`config.mk`:
```
export PLATFORM = sky130hd
export DESIGN_NAME = audio_frame_fifo
export DESIGN_NICKNAME = d
export VERILOG_FILES = /design/src/rtl/audio_frame_fifo.sv
export SDC_FILE = /design/constraint.sdc
export NUM_CORES = 1
export LEC_CHECK = 0
export BUFFER_PORTS_ARGS = -buffer_cell sky130_fd_sc_hd__buf_2
export CAP_MARGIN = 20
export CELL_PAD_IN_SITES_DETAIL_PLACEMENT = 0
export CELL_PAD_IN_SITES_GLOBAL_PLACEMENT = 1
export CORE_UTILIZATION = 39
export CTS_CLUSTER_DIAMETER = 50
export CTS_CLUSTER_SIZE = 40
export DETAILED_ROUTE_END_ITERATION = 16
export PLACE_DENSITY_LB_ADDON = 0.1
export SYNTH_ARGS = -nofsm -noshare
export SYNTH_HDL_FRONTEND = slang
export SYNTH_SLANG_ARGS = --single-unit
```
`constraint.sdc`:
```
create_clock -name clk -period 7.3 [get_ports clk]
set_input_delay 0.73 -clock clk [delete_from_list [all_inputs] [get_ports clk]]
set_output_delay 0.73 -clock clk [all_outputs]
set_load 0.05 [all_outputs]
```
`src/rtl/audio_frame_fifo.sv`:
```
// audio_frame_fifo: stereo frame FIFO feeding i2s_master via write_frame/full, with level/overflow/underrun debug.
module audio_frame_fifo #(
  parameter int DATA_W       = 24,
  parameter int DEPTH_LOG2   = 4,
  parameter int AFULL_THRESH = 12
) (
  input  logic                  clk,
  input  logic                  reset_n,
  input  logic                  clear,
  input  logic [DATA_W-1:0]     in_l,
  input  logic [DATA_W-1:0]     in_r,
  input  logic                  in_valid,
  output logic                  in_ready,
  output logic [DATA_W-1:0]     frame_out_l,
  output logic [DATA_W-1:0]     frame_out_r,
  output logic                  write_frame,
  input  logic                  i2s_full,
  output logic [DEPTH_LOG2:0]   level,
  output logic                  almost_full,
  output logic                  overflow,
  output logic [15:0]           underrun_cnt
);
  localparam logic [DEPTH_LOG2:0] FULL_LVL = {1'b1, {DEPTH_LOG2{1'b0}}};
  localparam logic [DEPTH_LOG2:0] AF_LVL   = AFULL_THRESH[DEPTH_LOG2:0];
  typedef enum logic [1:0] {IDLE, ISSUE, HOLD} state_t;
  state_t state, state_nxt;
  logic [2*DATA_W-1:0] mem [1<<DEPTH_LOG2];
  logic [DEPTH_LOG2-1:0] wr_ptr, rd_ptr;
  logic primed, und_q, push, pop, und;
  assign in_ready    = reset_n && !clear && (level != FULL_LVL);
  assign almost_full = level >= AF_LVL;
  always_comb begin
    push      = in_valid && in_ready;
    pop       = state == IDLE && level != '0 && !i2s_full;
    und       = state == IDLE && primed && level == '0 && !i2s_full;
    state_nxt = state == IDLE ? (pop ? ISSUE : IDLE) : state == ISSUE ? HOLD : IDLE;
  end
  always_ff @(posedge clk)
    if (!reset_n || clear) state <= IDLE;
    else state <= state_nxt;
  always_ff @(posedge clk)
    if (push) mem[wr_ptr] <= {in_l, in_r};
  always_ff @(posedge clk) begin
    if (!reset_n || clear) begin
      wr_ptr       <= '0;
      rd_ptr       <= '0;
      level        <= '0;
      write_frame  <= 1'b0;
      frame_out_l  <= '0;
      frame_out_r  <= '0;
      overflow     <= 1'b0;
      underrun_cnt <= '0;
      primed       <= 1'b0;
      und_q        <= 1'b0;
    end else begin
      if (push) wr_ptr <= wr_ptr + 1'b1;
      if (pop) begin
        {frame_out_l, frame_out_r} <= mem[rd_ptr];
        rd_ptr <= rd_ptr + 1'b1;
        primed <= 1'b1;
      end
      write_frame <= pop;
      level       <= level + {{DEPTH_LOG2{1'b0}}, push} - {{DEPTH_LOG2{1'b0}}, pop};
      if (in_valid && !in_ready) overflow <= 1'b1;
      // count only the entry into the starved condition, not every starved cycle
      und_q <= und;
      if (und && !und_q && underrun_cnt != 16'hFFFF) underrun_cnt <= underrun_cnt + 1'b1;
    end
  end
endmodule

```
==> results.yml, run 1 <==
run_status:
  status: "finished clean"
power:
  share_comb_of_total_power_pct: 6.6
  p_leak_nw: 11.7
  power-per-cell-area_nw_per_um2: 295
  share_seq_of_total_power_pct: 49.0
  design_power_total_mw: 11.1
  net-switching-power_mw: 2.64
  max-vdd-ir-drop_uv: 208
  power_switching_share_pct: 23.9
  power.clock.fraction_pct: 44.4
  cellInternalPower_mw: 8.42
logic_synthesis:
  synth_sequential_area_ratio_pct: 76.6
  synth_top_cell_by_area: "sky130_fd_sc_hd__edfxtp_1"
  post-synth-top-count-cell: "sky130_fd_sc_hd__edfxtp_1"
  synthesis.area_per_instance_um2: 21.6
  async_reset_ff_share_pct: 0
  synth_warnings: 0
  synth_fp_nets: 1563
  mappedNetlistArea_um2: 32300
  synth_area_leaders: "sky130_fd_sc_hd__edfxtp_1 (71%), sky130_fd_sc_hd__mux4_2 (13%), sky130_fd_sc_hd__dfxtp_1 (5.1%), sky130_fd_sc_hd__mux2i_1 (3.0%), sky130_fd_sc_hd__a2bb2oi_1 (1.3%)"
  synth_flop_cell: "sky130_fd_sc_hd__edfxtp_1"
  synthTopCellsByCount: "sky130_fd_sc_hd__edfxtp_1 (768), sky130_fd_sc_hd__mux4_2 (192), sky130_fd_sc_hd__mux2i_1 (97)"
  post_synth_inst_count: 1495
  synth_enable_flop_cells: 768
  post-synth-top-area-fraction_pct: 71.5
  synthDistinctLibCells: 47
  ys_seq_elements: 851
cts:
  clk_transition_reported_paths_ns: 0.06
  cts-resized-gates: 0
  insertion_delay_ns: 0.64
  cts.htree.levels: 3
  root_buffer: "sky130_fd_sc_hd__clkbuf_16"
  tritoncts_buffers: 95
  clockBufferDepth: 3
  ctsHoldBuffers: 0
  post_cts_buffers: 0
  cts.sinks: 851
  tritoncts: "done"
global_route:
  maximum_number_of_pins_on_one_net_before_global_route_repair: 103
  global_route.usage.total_pct: 17.4
  grt_pass1_wl_um: 106000
  initial_antenna_violation_count: 5
  globalRouteOverflowTotal: 0
  grt_pass1_vias: 15900
worst_setup_path:
  cp.arrival_ns: 3.66
  worstRegToRegCells: 7
  crit-reg2reg-capture: "mem[6][28]"
  cp-end-kind: "register"
  cp_peak_stage_delay_ns: 0.81
  crit_family: "simple AND/OR/NAND/NOR gates"
  cp_max_fo: 26
  critical_path_required_ns: 7.57
  timing.critical_path.slowest_stage_cell: "sky130_fd_sc_hd__nor2_4"
  path_buf_inv: 2
  timing_worst_setup_path_type: "register to register"
  reg2reg_slack_ns: 3.91
  crit_path_start_kind: "register"
  r2r-start: "level[2]"
  cells_traversed_along_the_worst_timing_path: "inv_1 -> ha_1 -> or4bb_1 -> and3_1 -> nand2_1 -> nor2_4 -> buf_4"
routing:
  drtAntennaViolNets: 0
  routedWlPerCell_um: 25.7
  route.vias.total: 15200
  drt_first_pass_iters: 4
  remaining_drc_errors: 0
  finalWirelength_um: 72200
  routed_via_density: 5.39
  drt_iter0_drc: 937
timing:
  tightest_slew_ns: 1.08
  period_share_pct: 46.5
  rsz_0062_raised_after_global_routing: "false"
  period_minus_slack_ns: 3.39
  worst_hold_slack_ns: 0.437
  final-max-slew-violation-count: 0
  report.final.hold_viol_count: 0
  fin_skew_ns: 0.0187
  fmax_mhz: 295
  totalNegativeSetupSlack_ns: 0
  relSlewSlack_pct: 27.9
  setup_violations: 0
finish:
  synthToLayoutAreaGrowth_pct: 16.1
  final_cell_count_no_fill: 2813
  num-fill-cells: 6979
  layout.nets: 1731
  antennaDiodeCount: 0
  post_route_cells_drive_above_1_share_pct: 31.0
placed_design:
  weighted_congestion_reported_at_the_end_of_routability_driven_placement: 0.706
  io_buffers: 125
  place_hpwl_um: 35500
  number_of_placed_instances_taps_included: 2636
floorplan:
  die_width_um: 290
  area_enclosed_by_the_die_boundary_um2: 83900
  die_y_um: 290
  total_i_o_pin_count: 126
  placement_rows: 105
  core_um2: 82000
  initial_core_util_pct: 39.4
flow_run:
  max_cap_violations: 0
worst_hold_path:
  holdPathEnd: "overflow"
  hold-path-cell-count: 3
  min-delay-start: "in_valid"
  min-delay-path-class: "input port to register"
## cells in the final DEF (no fill, tap or decap), types with 11 or more instances in the layout
cell and n:
sky130_fd_sc_hd__edfxtp_1 768, sky130_fd_sc_hd__mux4_2 192, sky130_fd_sc_hd__buf_2 125, sky130_fd_sc_hd__clkbuf_16 98, sky130_fd_sc_hd__mux2i_1 97, sky130_fd_sc_hd__dfxtp_1 80, sky130_fd_sc_hd__a2bb2oi_1 48, sky130_fd_sc_hd__o21ai_0 32
sky130_fd_sc_hd__buf_4 27, sky130_fd_sc_hd__inv_6 20, sky130_fd_sc_hd__o21ai_1 19, sky130_fd_sc_hd__a21oi_1 17, sky130_fd_sc_hd__nor2_1 17, sky130_fd_sc_hd__ha_1 14, sky130_fd_sc_hd__o31ai_1 13, sky130_fd_sc_hd__nor2_4 12
sky130_fd_sc_hd__or4_1 11, sky130_fd_sc_hd__clkinv_4 11, sky130_fd_sc_hd__inv_8 11
## cells by family (layout without fill, tap and decap cells)
| family | Yosys count | count (layout) | share of synthesized area [%] |
|---|---|---|---|
| AO/OA/AOI/OAI | 137 | 137 | 2.87 |
| XOR/XNOR | 9 | 9 | 0.244 |
| adder cells (fa/ha/maj) | 15 | 15 | 0.605 |
| buffers and inverters | 93 | 341 | 1.43 |
| flip-flops | 851 | 851 | 76.6 |
| multiplexers | 289 | 289 | 16.4 |
| AND/OR/NAND/NOR | 101 | 101 | 1.83 |
## tightest hold or removal path, delay by kind of cell
kind            cells  cell delay (ns)
buf+inv             1             0.12
compound gates      1             0.11
simple gates        1             0.07
## layout make-up
cell class	instances	area (µm²)	area share (%)
Clock inverter	73	783	2.09
Clock buffer	104	2480	6.63
Timing Repair Buffer	154	868	2.32
Sequential cell	851	24700	66.0
Inverter	10	37.5	0.100
Tap cell	1070	1340	3.57
Multi-Input combinational cell	551	7210	19.2
## state kept, by name (all words and copies together) (netlist names)
register      flops
underrun_cnt     16
frame_out_l      24
write_frame       1
state             2
overflow          1
rd_ptr            4
primed            1
level             5
frame_out_r      24
mem             768
und_q             1
wr_ptr            4
## metal layers
metal | GRT usage (%) | up-vias | share of wire, %
met5 | 0 | - | 0.058
met1 | 23.7 | 8128 | 44
li1 | - | 6621 | -
met4 | 4.25 | 8 | 2.0
met3 | 3.20 | 113 | 3.8
met2 | 29.0 | 282 | 50
## through the flow
step | area [µm²] | setup slack [ns] | utilization, %
after detailed placement | 34200 | 3.27 | 41.7
after global routing | 37500 | 3.63 | 45.7
after CTS | 37500 | 3.84 | 45.7
final | 37500 | 3.91 | 45.7
after global placement | 34200 | 3.32 | 41.7
after floorplan | 32300 | 1.75 | -
## worst max-delay path by stage
stage | startpoint | to | cells after the start
floorplan | level[2] | mem[0][0] | 7
global placement | reset_n | mem[4][28] | 6
detailed placement | reset_n | mem[4][29] | 6
CTS | level[2] | mem[4][47] | 7
global route | level[2] | mem[6][30] | 7
finish | level[2] | mem[6][28] | 7
## power groups by stage
stage | clock, mW | combinational, mW | sequential, mW
detailed placement | 0 | 0.745 | 5.53
floorplan | 0 | 0.402 | 5.63
global route | 5.21 | 0.793 | 5.42
global placement | 0 | 0.737 | 5.53
finish | 4.90 | 0.732 | 5.42
CTS | 5.04 | 0.747 | 5.42
(Power assumes the default switching activity.)
==> run 2: changes to the inputs <==
Settings changed: ABC_AREA set to 1.
Clock period 7.3 ns to 3.3 ns, I/O delays scaled along.
==> run 2 against run 1 <==
Effect of this change: count of clock-buffer cells in the layout is 14 higher; sequential share of layout area is 7.4 points lower; combinational power grew to 6.5 times the previous value.
==> results.yml, run 2 <==
run_status:
  status: "finished clean"
logic_synthesis:
  yosys.area_share.simple_pct: 22.7
  ys_seq_elements: 851
  post_synth_mux_area_share_pct: 0
  synth_area_leaders: "sky130_fd_sc_hd__edfxtp_1 (64%), sky130_fd_sc_hd__nand2_1 (13%), sky130_fd_sc_hd__nand3_1 (7.5%), sky130_fd_sc_hd__inv_1 (4.8%), sky130_fd_sc_hd__dfxtp_1 (4.6%)"
  synth_sequential_area_ratio_pct: 68.4
  synthTopCellsByCount: "sky130_fd_sc_hd__nand2_1 (1280), sky130_fd_sc_hd__edfxtp_1 (768), sky130_fd_sc_hd__nand3_1 (542)"
  post_synth_inst_count: 3547
  mappedNetlistArea_um2: 36100
  synth_xor_xnor_area_share_pct: 0.121
  async_reset_ff_share_pct: 0
  synth_warnings: 0
  synth_compound_area_share_pct: 0.620
  synth_top_cell_by_area: "sky130_fd_sc_hd__edfxtp_1"
  synth_flop_cell: "sky130_fd_sc_hd__edfxtp_1"
  synth_enable_flop_cells: 768
  synthesis.area_per_instance_um2: 10.2
  synth_fp_nets: 3615
  synth_top_family_by_area: "simple AND/OR/NAND/NOR gates"
  post-synth-top-count-cell: "sky130_fd_sc_hd__nand2_1"
  post_synth_fa_ha_maj_area_fraction_pct: 0.540
  post-synth-top-area-fraction_pct: 63.8
  synthDistinctLibCells: 30
timing:
  report.final.hold_viol_count: 0
  final-max-slew-violation-count: 0
  fin_skew_ns: 0.0246
  final_setup_slack_of_the_worst_path_ns: 0.442
  relSlewSlack_pct: 34.1
  worst_hold_slack_ns: 0.0437
  fmax_mhz: 350
  tightest_slew_ns: 0.989
  period_share_pct: 86.6
  rsz_0062_raised_after_global_routing: "false"
  setup_violations: 0
  totalNegativeSetupSlack_ns: 0
  period_minus_slack_ns: 2.86
routing:
  remaining_drc_errors: 0
  routed_via_density: 4.95
  route.vias.total: 24500
  routedWlPerCell_um: 20.1
  drt_iter0_drc: 1851
  finalWirelength_um: 99200
  drt_first_pass_iters: 5
  drtAntennaViolNets: 0
finish:
  post_route_cells_drive_above_1_share_pct: 11.2
  largest-register: "mem"
  final_util_pct: 46.0
  layout.nets: 3731
  mostFrequentLayoutCells: "sky130_fd_sc_hd__nand2_1 (1280), sky130_fd_sc_hd__edfxtp_1 (768), sky130_fd_sc_hd__nand3_1 (542), sky130_fd_sc_hd__inv_1 (460), sky130_fd_sc_hd__nor2_1 (130)"
  final_cell_count_no_fill: 4945
  largest_register_ff_count: 768
  biggestRegsByFlops: "mem: 768 flops, frame_out_l: 24 flops, frame_out_r: 24 flops"
  fin_area_um2: 42200
  synthToLayoutAreaGrowth_pct: 16.8
  antennaDiodeCount: 0
  layout.cells.most_common: "sky130_fd_sc_hd__nand2_1"
placed_design:
  io_buffers: 125
  place_hpwl_um: 52600
  placed_cell_area_um2: 38200
  number_of_placed_instances_taps_included: 4736
  post-place-ws_ns: 0.409
  weighted_congestion_reported_at_the_end_of_routability_driven_placement: 0.771
cts:
  post_cts_buffers: 0
  cts.sinks: 851
  root_buffer: "sky130_fd_sc_hd__clkbuf_16"
  clockBufferDepth: 3
  clk_transition_reported_paths_ns: 0.06
  tritoncts: "done"
  cts.htree.levels: 3
  insertion_delay_ns: 0.67
  tritoncts_buffers: 109
  cts-resized-gates: 0
worst_setup_path:
  cp-end-kind: "register"
  timing.critical_path.slowest_stage_cell: "sky130_fd_sc_hd__buf_4"
  timing_worst_setup_path_type: "register to register"
  cp_max_fo: 62
  cells_traversed_along_the_worst_timing_path: "inv_1 -> ha_1 -> nand3_1 -> nand2_2 -> inv_6 -> buf_4 -> buf_4 -> nand3_1 -> nand2_1 -> inv_1"
  cp_peak_stage_delay_ns: 0.71
  cp.arrival_ns: 3.43
  critical_path_required_ns: 3.87
  crit_path_start_kind: "register"
floorplan:
  die_y_um: 306
  area_enclosed_by_the_die_boundary_um2: 93900
  core_um2: 91700
  total_i_o_pin_count: 126
  initial_core_util_pct: 39.4
  die_width_um: 306
  placement_rows: 111
global_route:
  grt_pass1_wl_um: 151000
  initial_antenna_violation_count: 2
  global_route.usage.total_pct: 21.3
  globalRouteOverflowTotal: 0
  maximum_number_of_pins_on_one_net_before_global_route_repair: 132
  grt_pass1_vias: 24000
power:
  power.clock.fraction_pct: 43.4
  p_leak_nw: 17.4
  share_seq_of_total_power_pct: 40.6
  design_power_total_mw: 29.8
  power-per-cell-area_nw_per_um2: 707
  max-vdd-ir-drop_uv: 760
  cellInternalPower_mw: 21.2
  power_switching_share_pct: 28.8
  net-switching-power_mw: 8.59
  share_comb_of_total_power_pct: 16.1
worst_hold_path:
  min-delay-path-class: "input port to register"
flow_run:
  max_cap_violations: 0
[run 2: per-layer routing]
layer / vias up / track usage, % / share of wire (%)
met5: - / 0 / 0
met4: 0 / 5.50 / 1.9
met3: 130 / 2.88 / 4.6
met2: 592 / 34.2 / 47
met1: 12000 / 30.5 / 47
li1: 11800 / - / -
[run 2: cells by family after synthesis]
| family | Yosys count |
|---|---|
| AO/OA/AOI/OAI | 40 |
| XOR/XNOR | 5 |
| adder cells (fa/ha/maj) | 15 |
| buffers and inverters | 649 |
| flip-flops | 851 |
| AND/OR/NAND/NOR | 1987 |
[run 2: repair_timing]
action,CTS,global route
hold buffers,2,0
hold endpoints to repair,2,0
setup endpoints to repair,0,0
[run 2: power by group through the flow]
stage / logic, mW / clock network [mW] / registers, mW
floorplan: 2.94 / 0 / 12.8
global placement: 4.83 / 0 / 12.3
detailed placement: 4.84 / 0 / 12.3
CTS: 4.86 / 13.2 / 12.1
global route: 5.36 / 13.6 / 12.1
finish: 4.79 / 12.9 / 12.1
[run 2: cell type report]
type	count	area [µm²]
flip-flops and latches	851	24700
inverters	468	1780
clock inverters	89	1160
clock buffers	118	2840
multi-input cells	2047	8790
repair buffers	186	1410
fillers	8584	49500
well taps	1186	1480
[run 2: path summary, 6_finish.rpt]
| path | startpoint | to | slack (ns) | cells past startpoint |
|---|---|---|---|---|
| setup / recovery | level[2] | frame_out_r[23] | 0.44 | 10 |
| hold / removal | in_l[6] | mem[15][30] | 0.04 | 1 |
| setup reg to reg | level[2] | frame_out_r[23] | 0.44 | 10 |
| hold reg to reg | state[1] | state[1] | 0.44 | 1 |
[run 2: critical path: cells and delay by family (launching register included)]
family | cells | cell delay, ns
DFF | 1 | 0.40
adders and majority gates | 1 | 0.22
and+or+nand+nor | 4 | 0.53
buffers and inverters | 5 | 1.51
==> run 3: changes to the inputs <==
Settings changed: PLACE_DENSITY set to 0.62, PLACE_DENSITY_LB_ADDON 0.1 to unset.
Clock period 3.3 ns to 3.65 ns, I/O delays scaled along.
==> run 3 against run 2 <==
Effect of this change: sequential share of layout area rose by 0.89 points; clock power decreased by 19%; hold slack better by 0.039 ns; final cell count down 0.67%; via count shrank 4.0%; combinational power fell by 12%; global-route usage shrank 1.5 points; total power decreased by 14%; register-to-register slack improved by 0.48 ns; die area is the same; sequential power shrank 9.9%; largest power group is now registers.
==> results.yml, run 3 (synthesized netlist as in run 2, its figures left out) <==
global_route:
  initial_antenna_violation_count: 1
  groute.layer.met2.usage_pct: 32.4
  maximum_number_of_pins_on_one_net_before_global_route_repair: 183
  grt_pass1_vias: 23100
  global_routing_usage_on_met3_pct: 2.86
  global_route.usage.total_pct: 19.8
  global_route_met1_usage_pct: 27.3
  grt_pass1_wl_um: 141000
  globalRouteOverflowTotal: 0
  grt.busiest_layer: "met2"
timing:
  period_minus_slack_ns: 2.73
  fin_skew_ns: 0.0250
  setup_violations: 0
  period_share_pct: 74.7
  report.final.hold_viol_count: 0
  totalNegativeSetupSlack_ns: 0
  tightest_slew_ns: 1.12
  relSlewSlack_pct: 25.1
  rsz_0062_raised_after_global_routing: "false"
  worst_hold_slack_ns: 0.0825
  fmax_mhz: 367
  final-max-slew-violation-count: 0
floorplan:
  die_width_um: 306
  core_um2: 91700
  total_i_o_pin_count: 126
  initial_core_util_pct: 39.4
  area_enclosed_by_the_die_boundary_um2: 93900
  die_y_um: 306
  placement_rows: 111
finish:
  num-fill-cells: 8613
  biggestRegsByFlops: "mem: 768 flops, frame_out_l: 24 flops, frame_out_r: 24 flops"
  layout.nets: 3711
  synthToLayoutAreaGrowth_pct: 15.1
  antennaDiodeCount: 0
  post_route_cells_drive_above_1_share_pct: 10.7
  largest_register_ff_count: 768
  mostFrequentLayoutCells: "sky130_fd_sc_hd__nand2_1 (1280), sky130_fd_sc_hd__edfxtp_1 (768), sky130_fd_sc_hd__nand3_1 (542), sky130_fd_sc_hd__inv_1 (460), sky130_fd_sc_hd__nor2_1 (130)"
  largest-register: "mem"
  layout.cells.most_common: "sky130_fd_sc_hd__nand2_1"
worst_setup_path:
  worstRegToRegCells: 10
  crit-reg2reg-capture: "frame_out_r[2]"
  crit_cells: 10
  startpoint: "level[2]"
  cp-end-kind: "register"
  timing.critical_path.slowest_stage_cell: "sky130_fd_sc_hd__buf_4"
  cp_max_fo: 54
  cp_peak_stage_delay_ns: 0.71
  worst_setup_path_end: "frame_out_r[2]"
  reg2reg_slack_ns: 0.92
  cp.arrival_ns: 3.27
  critical_path_required_ns: 4.19
  crit_family: "buffers and inverters"
  cells_traversed_along_the_worst_timing_path: "inv_1 -> ha_1 -> nand3_1 -> nand2_2 -> inv_6 -> buf_4 -> buf_4 -> nand3_1 -> nand2_1 -> inv_1"
  crit_path_start_kind: "register"
  r2r-start: "level[2]"
  timing_worst_setup_path_type: "register to register"
  path_buf_inv: 5
power:
  max-vdd-ir-drop_uv: 527
  design_power_total_mw: 25.5
  power-per-cell-area_nw_per_um2: 614
  p_leak_nw: 17.1
cts:
  tritoncts_buffers: 97
  clk_transition_reported_paths_ns: 0.06
  root_buffer: "sky130_fd_sc_hd__clkbuf_16"
  clockBufferDepth: 3
  cts.sinks: 851
  insertion_delay_ns: 0.66
  tritoncts: "done"
  cts-resized-gates: 0
  cts.htree.levels: 3
flow_run:
  max_cap_violations: 0
routing:
  finalWirelength_um: 91700
  routed_via_density: 4.78
  routedWlPerCell_um: 18.7
  remaining_drc_errors: 0
  drt_first_pass_iters: 5
  drt_iter0_drc: 1632
  route.vias.total: 23500
  drtAntennaViolNets: 0
placed_design:
  weighted_congestion_reported_at_the_end_of_routability_driven_placement: 0.725
  place_hpwl_um: 46900
  io_buffers: 125
worst_hold_path:
  min-delay-path-class: "input port to register"
  min-delay-start: "in_l[5]"
run_status:
  status: "finished clean"
-- run 3: layout make-up --
class / count / area (µm²) / share of cell area [%]
sequential: 851 / 24700 / 59.5
multi-input combinational: 2047 / 8790 / 21.1
clock buffer: 104 / 2540 / 6.10
inverter: 468 / 1790 / 4.31
tap: 1186 / 1480 / 3.57
timing repair buffer: 178 / 1280 / 3.08
clock inverter: 78 / 958 / 2.31
-- run 3: report_power, final --
group / total [mW] / switching [mW] / internal (mW)
sequential: 10.9 / 0.141 / 10.8
clock: 10.4 / 4.38 / 6.02
combinational: 4.21 / 3.08 / 1.13
total: 25.5 / 7.60 / 17.9
-- run 3: how the worst min path moves through the flow --
stage | cells after the start | slack, ns | endpoint
3_5_place_dp | 1 | 0.43 | state[1]
5_1_grt | 1 | 0.07 | mem[2][31]
6_report | 1 | 0.08 | mem[3][29]
3_3_place_gp | 1 | 0.42 | state[1]
4_1_cts | 1 | 0.05 | mem[3][8]
2_1_floorplan | 1 | 0.41 | state[1]
-- run 3: timing repair --
action	CTS	global route
hold endpoints to repair	2	0
buffers inserted	0	0
hold buffers	2	0
-- run 3: stage by stage --
| stage | instance area, µm² | setup slack, ns | cells | util (%) |
|---|---|---|---|---|
| 2_1_floorplan | 36200 | -0.0676 | 3547 | - |
| 3_3_place_gp | 38100 | 0.941 | 4728 | 41.5 |
| 3_5_place_dp | 38100 | 0.934 | 4728 | 41.5 |
| 4_1_cts | 41600 | 0.920 | 4912 | 45.4 |
| 5_1_grt | 41600 | 0.686 | 4912 | 45.4 |
| 6_report | 41600 | 0.922 | 4912 | 45.4 |
-- run 3: worst reg2reg max path: stages, from the launching register on --
cell                      delay (ns)
sky130_fd_sc_hd__dfxtp_1        0.40
sky130_fd_sc_hd__inv_1          0.09
sky130_fd_sc_hd__ha_1           0.21
sky130_fd_sc_hd__nand3_1        0.14
sky130_fd_sc_hd__nand2_2        0.15
sky130_fd_sc_hd__inv_6          0.08
sky130_fd_sc_hd__buf_4          0.50
sky130_fd_sc_hd__buf_4          0.72
sky130_fd_sc_hd__nand3_1        0.21
sky130_fd_sc_hd__nand2_1        0.09
sky130_fd_sc_hd__inv_1          0.04
-- run 3: per-layer routing --
layer,share of wire [%],wire [µm],vias up
li1,-,-,11700
met1,47,42700,11200
met2,47,42900,453
met3,4.6,4210,113
met4,2.1,1900,0
met5,0,0,-
